===== src/rtl/accel_pkg.sv =====
// Shared accelerator definitions.
// Contents:
// - instruction opcodes and field positions;
// - matmul mode bit indices;
// - matmul engine state encoding.
package accel_pkg;

  localparam logic [5:0] OP_MATMUL = 6'd1;
  localparam logic [5:0] OP_HALT   = 6'd10;

  localparam int OPC_MSB  = 23;
  localparam int OPC_LSB  = 18;
  localparam int SRCA_MSB = 17;
  localparam int SRCA_LSB = 13;
  localparam int SRCB_MSB = 12;
  localparam int SRCB_LSB = 8;
  localparam int DST_MSB  = 7;
  localparam int DST_LSB  = 3;
  localparam int MODE_MSB = 2;
  localparam int MODE_LSB = 0;

  localparam int MODE_ACC = 0;
  localparam int MODE_SAT = 1;
  localparam int MODE_TRB = 2;

  typedef enum logic [2:0] {
    ST_IDLE   = 3'd0,
    ST_LOAD   = 3'd1,
    ST_MAC    = 3'd2,
    ST_WRITE  = 3'd3,
    ST_FINISH = 3'd4
  } state_t;

endpackage


===== src/rtl/matmul_tile_engine_mac.sv =====
// mac_unit: signed multiply-accumulate with output stage.
// Ports:
//   clk, rst      - clock, synchronous active-high reset
//   clr           - clear accumulator (takes priority over en)
//   en            - acc += a*b (+ add_val when add_en)
//   a, b          - signed operands
//   add_en        - also add sign-extended add_val this cycle
//   add_val       - signed accumulate-in value
//   sat           - 1: clamp result to NUM_SIZE signed range, 0: wrap
//   result        - NUM_SIZE-bit view of the accumulator
module mac_unit
  import accel_pkg::*;
#(
  parameter int NUM_SIZE = 16,
  parameter int ACC_W    = 34
) (
  input  logic                clk,
  input  logic                rst,
  input  logic                clr,
  input  logic                en,
  input  logic [NUM_SIZE-1:0] a,
  input  logic [NUM_SIZE-1:0] b,
  input  logic                add_en,
  input  logic [NUM_SIZE-1:0] add_val,
  input  logic                sat,
  output logic [NUM_SIZE-1:0] result
);

  localparam int PW = 2 * NUM_SIZE;

  logic signed [PW-1:0]    a_ext;
  logic signed [PW-1:0]    b_ext;
  logic signed [PW-1:0]    prod;
  logic signed [ACC_W-1:0] prod_ext;
  logic signed [ACC_W-1:0] add_ext;
  logic signed [ACC_W-1:0] acc;
  logic [ACC_W-NUM_SIZE:0] acc_hi;
  logic                    ovf;

  // A 2*NUM_SIZE product always holds the full signed product.
  assign a_ext    = {{NUM_SIZE{a[NUM_SIZE-1]}}, a};
  assign b_ext    = {{NUM_SIZE{b[NUM_SIZE-1]}}, b};
  assign prod     = a_ext * b_ext;
  assign prod_ext = {{(ACC_W-PW){prod[PW-1]}}, prod};
  assign add_ext  = add_en ? {{(ACC_W-NUM_SIZE){add_val[NUM_SIZE-1]}}, add_val} : '0;

  always_ff @(posedge clk) begin
    if (rst || clr) begin
      acc <= '0;
    end else if (en) begin
      acc <= acc + prod_ext + add_ext;
    end
  end

  // Value fits in NUM_SIZE signed bits iff the bits from the result sign upward agree.
  assign acc_hi = acc[ACC_W-1:NUM_SIZE-1];
  assign ovf    = !((&acc_hi) || (~|acc_hi));

  always_comb begin
    result = acc[NUM_SIZE-1:0];
    if (sat && ovf) begin
      result = acc[ACC_W-1] ? {1'b1, {(NUM_SIZE-1){1'b0}}} : {1'b0, {(NUM_SIZE-1){1'b1}}};
    end
  end

endmodule


===== src/rtl/matmul_tile_engine.sv =====
// matmul_tile_engine: GRID_SIZE x GRID_SIZE signed C = A x B on the scratchpad.
// Ports:
//   clk, rst                 - clock, synchronous active-high reset
//   start                    - launch request, honoured only in IDLE
//   src_a, src_b, dst        - row-major base addresses of A, B, C
//   mode                     - [0] accumulate into C, [1] saturate, [2] transpose B
//   mem_rd_addr/mem_rd_data  - scratchpad read port, data one cycle after address
//   mem_wr_en/addr/data      - scratchpad write port
//   busy                     - operation in progress
//   done                     - one-cycle completion pulse
//
// state   | meaning
// IDLE    | waiting for start
// LOAD    | streaming A then B into local registers, last cycle drains the read pipe
// MAC     | GRID_SIZE multiply-accumulate steps for element (row, col)
// WRITE   | store element, clear accumulator, advance element
// FINISH  | done pulse, busy low
module matmul_tile_engine
  import accel_pkg::*;
#(
  parameter int NUM_SIZE   = 16,
  parameter int BUFFER_LEN = 32,
  parameter int GRID_SIZE  = 2,
  parameter int ADDR_WIDTH = $clog2(BUFFER_LEN)
) (
  input  logic                  clk,
  input  logic                  rst,
  input  logic                  start,
  input  logic [ADDR_WIDTH-1:0] src_a,
  input  logic [ADDR_WIDTH-1:0] src_b,
  input  logic [ADDR_WIDTH-1:0] dst,
  input  logic [2:0]            mode,
  output logic [ADDR_WIDTH-1:0] mem_rd_addr,
  input  logic [NUM_SIZE-1:0]   mem_rd_data,
  output logic                  mem_wr_en,
  output logic [ADDR_WIDTH-1:0] mem_wr_addr,
  output logic [NUM_SIZE-1:0]   mem_wr_data,
  output logic                  busy,
  output logic                  done
);

  localparam int NN    = GRID_SIZE * GRID_SIZE;
  localparam int EW    = $clog2(NN);
  localparam int RW    = $clog2(GRID_SIZE);
  localparam int LW    = $clog2(2 * NN + 1);
  localparam int ACC_W = 2 * NUM_SIZE + $clog2(GRID_SIZE) + 1;

  localparam logic [RW-1:0] K_LAST  = RW'(GRID_SIZE - 1);
  localparam logic [EW-1:0] E_LAST  = EW'(NN - 1);
  localparam logic [LW-1:0] LD_LAST = LW'(2 * NN);
  localparam logic [LW-1:0] LD_NN   = LW'(NN);

  state_t state, state_nxt;

  logic [ADDR_WIDTH-1:0] src_a_r, src_b_r, dst_r;
  logic [2:0]            mode_r;
  logic [LW-1:0]         ld_cnt;
  logic [LW-1:0]         cap_idx;
  logic [RW-1:0]         row, col, k;
  logic [EW-1:0]         elem;
  logic [EW-1:0]         a_idx, b_idx;
  logic [NUM_SIZE-1:0]   a_reg [NN];
  logic [NUM_SIZE-1:0]   b_reg [NN];
  logic [NUM_SIZE-1:0]   result;
  logic                  mac_en, mac_clr, acc_in_en;

  always_ff @(posedge clk) begin
    if (rst) state <= ST_IDLE;
    else     state <= state_nxt;
  end

  always_comb begin
    state_nxt = state;
    case (state)
      ST_IDLE:   if (start) state_nxt = ST_LOAD;
      ST_LOAD:   if (ld_cnt == LD_LAST) state_nxt = ST_MAC;
      ST_MAC:    if (k == K_LAST) state_nxt = ST_WRITE;
      ST_WRITE:  state_nxt = (elem == E_LAST) ? ST_FINISH : ST_MAC;
      ST_FINISH: state_nxt = ST_IDLE;
      default:   state_nxt = ST_IDLE;
    endcase
  end

  // Word read in LOAD cycle c arrives in cycle c+1.
  assign cap_idx = ld_cnt - LW'(1);

  always_ff @(posedge clk) begin
    if (rst) begin
      src_a_r <= '0;
      src_b_r <= '0;
      dst_r   <= '0;
      mode_r  <= '0;
      ld_cnt  <= '0;
      row     <= '0;
      col     <= '0;
      k       <= '0;
      elem    <= '0;
      for (int n = 0; n < NN; n++) begin
        a_reg[n] <= '0;
        b_reg[n] <= '0;
      end
    end else begin
      case (state)
        ST_IDLE: begin
          if (start) begin
            src_a_r <= src_a;
            src_b_r <= src_b;
            dst_r   <= dst;
            mode_r  <= mode;
            ld_cnt  <= '0;
            row     <= '0;
            col     <= '0;
            k       <= '0;
            elem    <= '0;
          end
        end
        ST_LOAD: begin
          ld_cnt <= ld_cnt + LW'(1);
          if (ld_cnt != '0) begin
            if (cap_idx < LD_NN) a_reg[EW'(cap_idx)] <= mem_rd_data;
            else                 b_reg[EW'(cap_idx - LD_NN)] <= mem_rd_data;
          end
        end
        ST_MAC: begin
          k <= (k == K_LAST) ? '0 : k + RW'(1);
        end
        ST_WRITE: begin
          elem <= elem + EW'(1);
          if (col == K_LAST) begin
            col <= '0;
            row <= row + RW'(1);
          end else begin
            col <= col + RW'(1);
          end
        end
        default: ;
      endcase
    end
  end

  // Transpose picks B[col][k] instead of B[k][col].
  assign a_idx = EW'(row) * EW'(GRID_SIZE) + EW'(k);
  assign b_idx = mode_r[MODE_TRB] ? EW'(col) * EW'(GRID_SIZE) + EW'(k)
                                  : EW'(k) * EW'(GRID_SIZE) + EW'(col);

  assign mac_en    = (state == ST_MAC);
  assign mac_clr   = (state == ST_WRITE);
  // The C read issued at k=0 returns at k=1.
  assign acc_in_en = mac_en && mode_r[MODE_ACC] && (k == RW'(1));

  mac_unit #(
    .NUM_SIZE (NUM_SIZE),
    .ACC_W    (ACC_W)
  ) u_mac (
    .clk     (clk),
    .rst     (rst),
    .clr     (mac_clr),
    .en      (mac_en),
    .a       (a_reg[a_idx]),
    .b       (b_reg[b_idx]),
    .add_en  (acc_in_en),
    .add_val (mem_rd_data),
    .sat     (mode_r[MODE_SAT]),
    .result  (result)
  );

  always_comb begin
    busy        = 1'b0;
    done        = 1'b0;
    mem_rd_addr = '0;
    mem_wr_en   = 1'b0;
    mem_wr_addr = '0;
    mem_wr_data = '0;
    case (state)
      ST_LOAD: begin
        busy = 1'b1;
        if (ld_cnt < LD_NN) mem_rd_addr = src_a_r + ADDR_WIDTH'(ld_cnt);
        else                mem_rd_addr = src_b_r + ADDR_WIDTH'(ld_cnt - LD_NN);
      end
      ST_MAC: begin
        busy = 1'b1;
        if (mode_r[MODE_ACC] && (k == '0)) mem_rd_addr = dst_r + ADDR_WIDTH'(elem);
      end
      ST_WRITE: begin
        busy        = 1'b1;
        mem_wr_en   = 1'b1;
        mem_wr_addr = dst_r + ADDR_WIDTH'(elem);
        mem_wr_data = result;
      end
      ST_FINISH: done = 1'b1;
      default: ;
    endcase
  end

endmodule


===== config.mk =====
export PLATFORM = sky130hd
export DESIGN_NAME = matmul_tile_engine
export DESIGN_NICKNAME = d
export VERILOG_FILES = /design/src/rtl/accel_pkg.sv /design/src/rtl/matmul_tile_engine_mac.sv /design/src/rtl/matmul_tile_engine.sv
export SDC_FILE = /design/constraint.sdc
export NUM_CORES = 1
export LEC_CHECK = 0
export ABC_AREA = 0
export CORE_UTILIZATION = 25
export DETAILED_ROUTE_END_ITERATION = 6
export SYNTH_ARGS = -nofsm -noshare
export SYNTH_HDL_FRONTEND = slang
export SYNTH_HIERARCHICAL = 1
export SYNTH_SLANG_ARGS = --single-unit

===== constraint.sdc =====
create_clock -name clk -period 7.7 [get_ports clk]
set_input_delay 0.77 -clock clk [delete_from_list [all_inputs] [get_ports clk]]
set_output_delay 0.77 -clock clk [all_outputs]
set_load 0.02 [all_outputs]

# After elaboration in Yosys (flattened, before gate mapping)
# Memory sizes are Yosys's and may differ from the RTL's.
# Index checks and enable logic that the tools add are counted.
[totals]
register_bits = 64
ram_bits = 128
input_bits = 37
output_inout_bits = 29
mem_count = 2
[memory_table]
columns = ["name", "depth", "width", "rd", "rd_ports_with_merged_regs", "wr", "line", "source"]
rows = [
  ["a_reg", 4, 16, 1, 0, 4, "matmul_tile_engine.sv:62", "logic [NUM_SIZE-1:0] a_reg [NN];"],
  ["b_reg", 4, 16, 1, 0, 4, "matmul_tile_engine.sv:63", "logic [NUM_SIZE-1:0] b_reg [NN];"],
]
[classes]
n_addsub = 16
multipliers = 1
order_cmp = 2
n_eq_ne = 10
mux = 46
n_bitwise = 1
reduce_logical = 24
[ops]
columns = ["cell", "n"]
rows = [
  ["16-bit two-way mux", 5],
  ["34-bit by 32-bit adder with 34-bit output", 1],
  ["34-bit adder", 1],
  ["34-bit two-way mux", 1],
  ["16-bit by 16-bit multiplier with 32-bit output", 1],
  ["16-bit OR reduction", 2],
  ["1-bit two-way mux", 21],
  ["19-bit AND reduction", 1],
  ["19-bit OR reduction", 1],
  ["5-bit two-way mux", 3],
  ["3-bit two-way mux", 4],
  ["3-bit case mux with 4 select lines", 1],
  ["5-bit case mux with 2 select lines", 1],
  ["4-bit by 3-bit less-than comparator with 1-bit output (second input constant)", 2],
  ["2-bit two-way mux", 4],
  ["2-bit != test (second input constant)", 4],
  ["4-bit case mux with 2 select lines", 1],
  ["2-bit AND reduction", 4],
  ["2-bit by 1-bit adder with 2-bit output", 3],
  ["3-bit by 2-bit == test with 1-bit output (second input constant)", 2],
  ["1-bit case mux with 2 select lines", 3],
  ["3-bit AND reduction", 2],
  ["2-bit nonzero test", 3],
  ["5-bit by 2-bit adder with 5-bit output", 1],
  ["21 further kinds", 28],
]

# Logic depth before layout (Yosys ltp)
[logic_depth]
word_depth = 9
ltp_mapped = 27
depth_no_buf = 25

# Hierarchy
# The synthesis kept the hierarchy.
[modules_own_cells]
columns = ["module", "instances", "cells_each", "area_each_um2"]
rows = [
  ["mac_unit", 1, 1516, 13740.7],
  ["matmul_tile_engine", 1, 600, 7712.4],
]

# Worst setup path before layout
# Ideal clock, no wire load.
[synth_timing]
kind = "register -> register"
startpoint = "reg mode_r[2]"
endpoint = "reg u_mac.acc[32]"
setup_time_ns = 0.127
arrival_time_ns = 7.134
t_required_ns = 7.573
slack_ns = 0.438
stages_incl_launch_ff = 25
path_buffers = 2
synth_period_minus_slack_ns = 7.262
path_cell_list = "dfxtp_1 -> mux2i_2 -> buf_4 -> mux4_2 -> clkbuf_1 -> and2_1 -> fa_1 -> inv_1 -> fa_1 -> inv_1 -> fa_1 -> fa_1 -> fa_1 -> inv_1 -> fa_1 -> inv_1 -> ha_1 -> a21o_1 -> a221o_1 -> a21oi_1 -> a311o_2 -> nor4b_4 -> nor3_1 -> o21ai_0 -> or3b_1"
[synth_between]
elab_chain_len = 5
[synth_lines]
columns = ["element", "line", "source"]
rows = [
  ["start, declared", "matmul_tile_engine.sv:56", "logic [2:0] mode_r;"],
  ["start signal, assigned", "matmul_tile_engine.sv:109", "mode_r <= mode;"],
  ["2-bit two-way mux", "matmul_tile_engine.sv:143", "assign b_idx = mode_r[MODE_TRB] ? EW'(col) * EW'(GRID_SIZE) + EW'(k)"],
  ["memory 4 x 16 bit", "--", ""],
  ["16-bit by 16-bit multiplier with 32-bit output", "matmul_tile_engine_mac.sv:43", "assign prod = a_ext * b_ext;"],
  ["34-bit by 32-bit adder with 34-bit output", "matmul_tile_engine_mac.sv:51", "acc <= acc + prod_ext + add_ext;"],
  ["34-bit adder", "matmul_tile_engine_mac.sv:51", ""],
  ["end signal, assigned", "matmul_tile_engine_mac.sv:51", ""],
  ["end, declared", "matmul_tile_engine_mac.sv:36", "logic signed [ACC_W-1:0] acc;"],
]
# Every way passes these cells.
# A chain may end at the register's enable or synchronous reset.

# Final worst setup path
[layout_timing]
startpoint = "reg k"
endpoint = "reg u_mac.acc[33]"
[layout_between]
elab_chain_len = 6
word_cells_on_any_way = 11
[layout_lines]
columns = ["element", "line", "source"]
rows = [
  ["start, declared", "matmul_tile_engine.sv:59", "logic [RW-1:0] row, col, k;"],
  ["start signal, assigned", "matmul_tile_engine.sv:125", "k <= (k == K_LAST) ? '0 : k + RW'(1);"],
  ["2-bit by 1-bit adder with 2-bit output (on tied branches)", "matmul_tile_engine.sv:143, matmul_tile_engine.sv:144", ""],
  ["2-bit two-way mux", "matmul_tile_engine.sv:143", ""],
  ["memory 4 x 16 bit", "--", ""],
  ["16-bit by 16-bit multiplier with 32-bit output", "matmul_tile_engine_mac.sv:43", ""],
  ["34-bit by 32-bit adder with 34-bit output", "matmul_tile_engine_mac.sv:51", ""],
  ["34-bit adder *", "matmul_tile_engine_mac.sv:51", ""],
]
# Every way passes the cells marked *; elsewhere a longest branch is shown, timed or not.

==> flow_summary.json <==
{
  "status": "complete, no violations",
  "rows": 107,
  "fin_nets": 2670,
  "numCtsBuffers": 17,
  "skew_ns": 0.00836,
  "clk_path_buf_depth": 2,
  "hold_viol": 0,
  "drt_iter0_markers": 961,
  "worstMarginPinSlew_ns": 1.19,
  "drive_gt1_frac": 0.0791,
  "slew_viol_final": 0,
  "wl_per_cell_um": 16.7,
  "maxCapViolCount": 0,
  "hold_path.class": "reg -> reg",
  "die_w_um": 295,
  "reg2reg_depth": 26,
  "layout_commonest_cell": "inv_1",
  "vias": 14801,
  "cts_hold_buf": 0,
  "grt_pass1_vias": 15812,
  "vdd.ir_drop.worst_mv": 0.175,
  "dp_cells": 3277,
  "ys_seq_elements": 192,
  "drc": 0,
  "p_leak_uw": 0.0107,
  "worst_hold_path.num_cells": 2,
  "final_util": 0.287,
  "final_antenna_net_count": 0,
  "startpoint_type": "flip-flop",
  "power_uw": 4350,
  "fmax_mhz": 134,
  "start_util": 0.252,
  "core_um2": 85000,
  "synth_edf_count": 128,
  "drtPass1Iterations": 4,
  "yosys_warnings": 6,
  "critical_path_class": "reg -> reg",
  "stdcell_count": 3335,
  "cts_tree": "done",
  "worst_slack_ns": 0.228,
  "syn_inst": 2116,
  "syn_to_final_growth_pct": 13.8,
  "clk_latency_ns": 0.47,
  "track_usage": 0.131,
  "synthArstFlopShare": 0,
  "place_ws_ns": 0.145,
  "grt_pass1_wl_um": 88900,
  "antenna_found_initial": 2,
  "vias_per_cell": 4.44,
  "routed_wirelength_um": 55800,
  "io_pins": 66,
  "portBuffers": 65,
  "hpwl_um": 42400,
  "grt_max_degree": 76,
  "clock_sinks": 192,
  "die_area_um2": 87000,
  "syn_area_um2": 21500,
  "fillers": 8951,
  "slew-limit-headroom": 0.205,
  "synth_nets": 2610,
  "globalplace.congestion": 0.837,
  "period_share": 0.970,
  "yosys.cell_types.count": 81,
  "die_h_um": 295,
  "crit_path_end_kind": "flip-flop",
  "grt_overflow": 0,
  "final_cell_mix": "inv_1, fa_1, and2_1",
  "clock-root-buffer": "clkbuf_16",
  "pwr_density_cell_nw_per_um2": 178,
  "path_clk_slew_ns": 0.07,
  "avgSynthCellArea_um2": 10.1,
  "yosys_most_used_dff": "edfxtp_1",
  "crit_fanout": 10,
  "crit_required_ns": 8.06,
  "setup_viol": 0,
  "critPathArrivalTime_ns": 7.83,
  "htreeDepth": 4,
  "fin_crit_ns": 7.47,
  "synth-seq-area-share": 0.239
}
-- cells by family (layout without fill, tap and decap cells) --
group                    after synthesis  after routing  share of synthesized area
AND/OR/NAND/NOR                      645            645                      0.159
multiplexers                          54             57                     0.0441
buffers and inverters                557            626                     0.0994
adder cells (fa/ha/maj)              457            457                      0.386
XOR/XNOR                              36             36                     0.0147
other                                  0              3                          0
flip-flops                           192            192                      0.239
AO/OA/AOI/OAI                        175            175                     0.0583
-- power breakdown --
part | switching, uW | internal (uW)
clock network | 449 | 423
registers | 21.5 | 1130
logic | 1380 | 947
-- synthesized netlist by cell type, types with 8 or more instances --
library cell / n / area [um^2]
nand2_1: 190 / 713
fa_1: 340 / 6810
ha_1: 117 / 1460
edfxtp_1: 128 / 3840
dfxtp_1: 64 / 1280
nor3_1: 10 / 50.1
a21oi_1: 65 / 325
nand3_1: 17 / 85.1
xnor2_1: 25 / 219
xor2_1: 11 / 96.3
buf_1: 8 / 30.0
mux2i_1: 20 / 200
nor4_1: 74 / 463
o21ai_0: 18 / 90.1
a21o_1: 26 / 195
nor2_1: 79 / 297
inv_1: 463 / 1740
and2_1: 210 / 1310
clkbuf_1: 72 / 270
nand4_1: 11 / 68.8
mux4_2: 32 / 721
-- layout make-up --
| class | instances | area, um^2 | area share |
|---|---|---|---|
| inverters | 466 | 1750 | 0.0718 |
| clock buffers | 17 | 425 | 0.0174 |
| well taps | 1144 | 1430 | 0.0586 |
| flip-flops and latches | 192 | 5130 | 0.210 |
| repair buffers | 129 | 1210 | 0.0497 |
| clock inverters | 14 | 123 | 0.00502 |
| multi-input cells | 1370 | 14300 | 0.587 |
| diodes | 3 | 7.51 | 0.000307 |
-- per-stage QoR --
step / hold slack (ns) / area, um^2 / TNS (ns)
2_1_floorplan: 0.436 / 21500 / 0
5_1_grt: 0.479 / 24400 / -0.00380
4_1_cts: 0.465 / 24100 / 0
6_report: 0.463 / 24400 / 0
3_5_place_dp: 0.455 / 23500 / 0
3_3_place_gp: 0.447 / 23500 / 0
-- per-layer routing --
metal | global-route usage | vias up | wire length (um)
li1 | - | 6841 | -
met1 | 0.171 | 7605 | 24900
met5 | 0 | - | 11
met4 | 0.0357 | 2 | 824
met2 | 0.228 | 307 | 27300
met3 | 0.0162 | 46 | 2690
-- worst max-delay path: stages, from the launching register on --
cell and delay (ns):
dfxtp_1 0.54, mux2i_4 0.13, buf_12 0.17, buf_4 0.14, buf_12 0.14, mux4_2 0.51
nand2_1 0.12, fa_1 0.55, inv_1 0.05, fa_1 0.49, inv_1 0.06, fa_1 0.55
inv_1 0.08, fa_1 0.47, fa_1 0.50, inv_1 0.06, fa_1 0.50, inv_1 0.06
ha_1 0.36, and3_4 0.23, nand4_1 0.10, a21oi_1 0.34, o211ai_1 0.20, a21oi_1 0.30
nor2_1 0.10, or3_1 0.35, a32o_1 0.25
-- worst paths after layout --
path / slack, ns / from / to
setup / recovery: 0.23 / k / u_mac/acc[33]
setup reg to reg: 0.23 / k / u_mac/acc[33]
hold reg to reg: 0.46 / src_b_r[3] / src_b_r[3]
hold / removal: 0.46 / src_b_r[3] / src_b_r[3]
-- what timing repair did --
| item | 4_1_cts | 5_1_grt |
|---|---|---|
| buffers inserted | 0 | 21 |
| gates resized for setup | 0 | 4 |
| setup endpoints to repair | 0 | 10 |
Power figures use the tool's default switching activity.
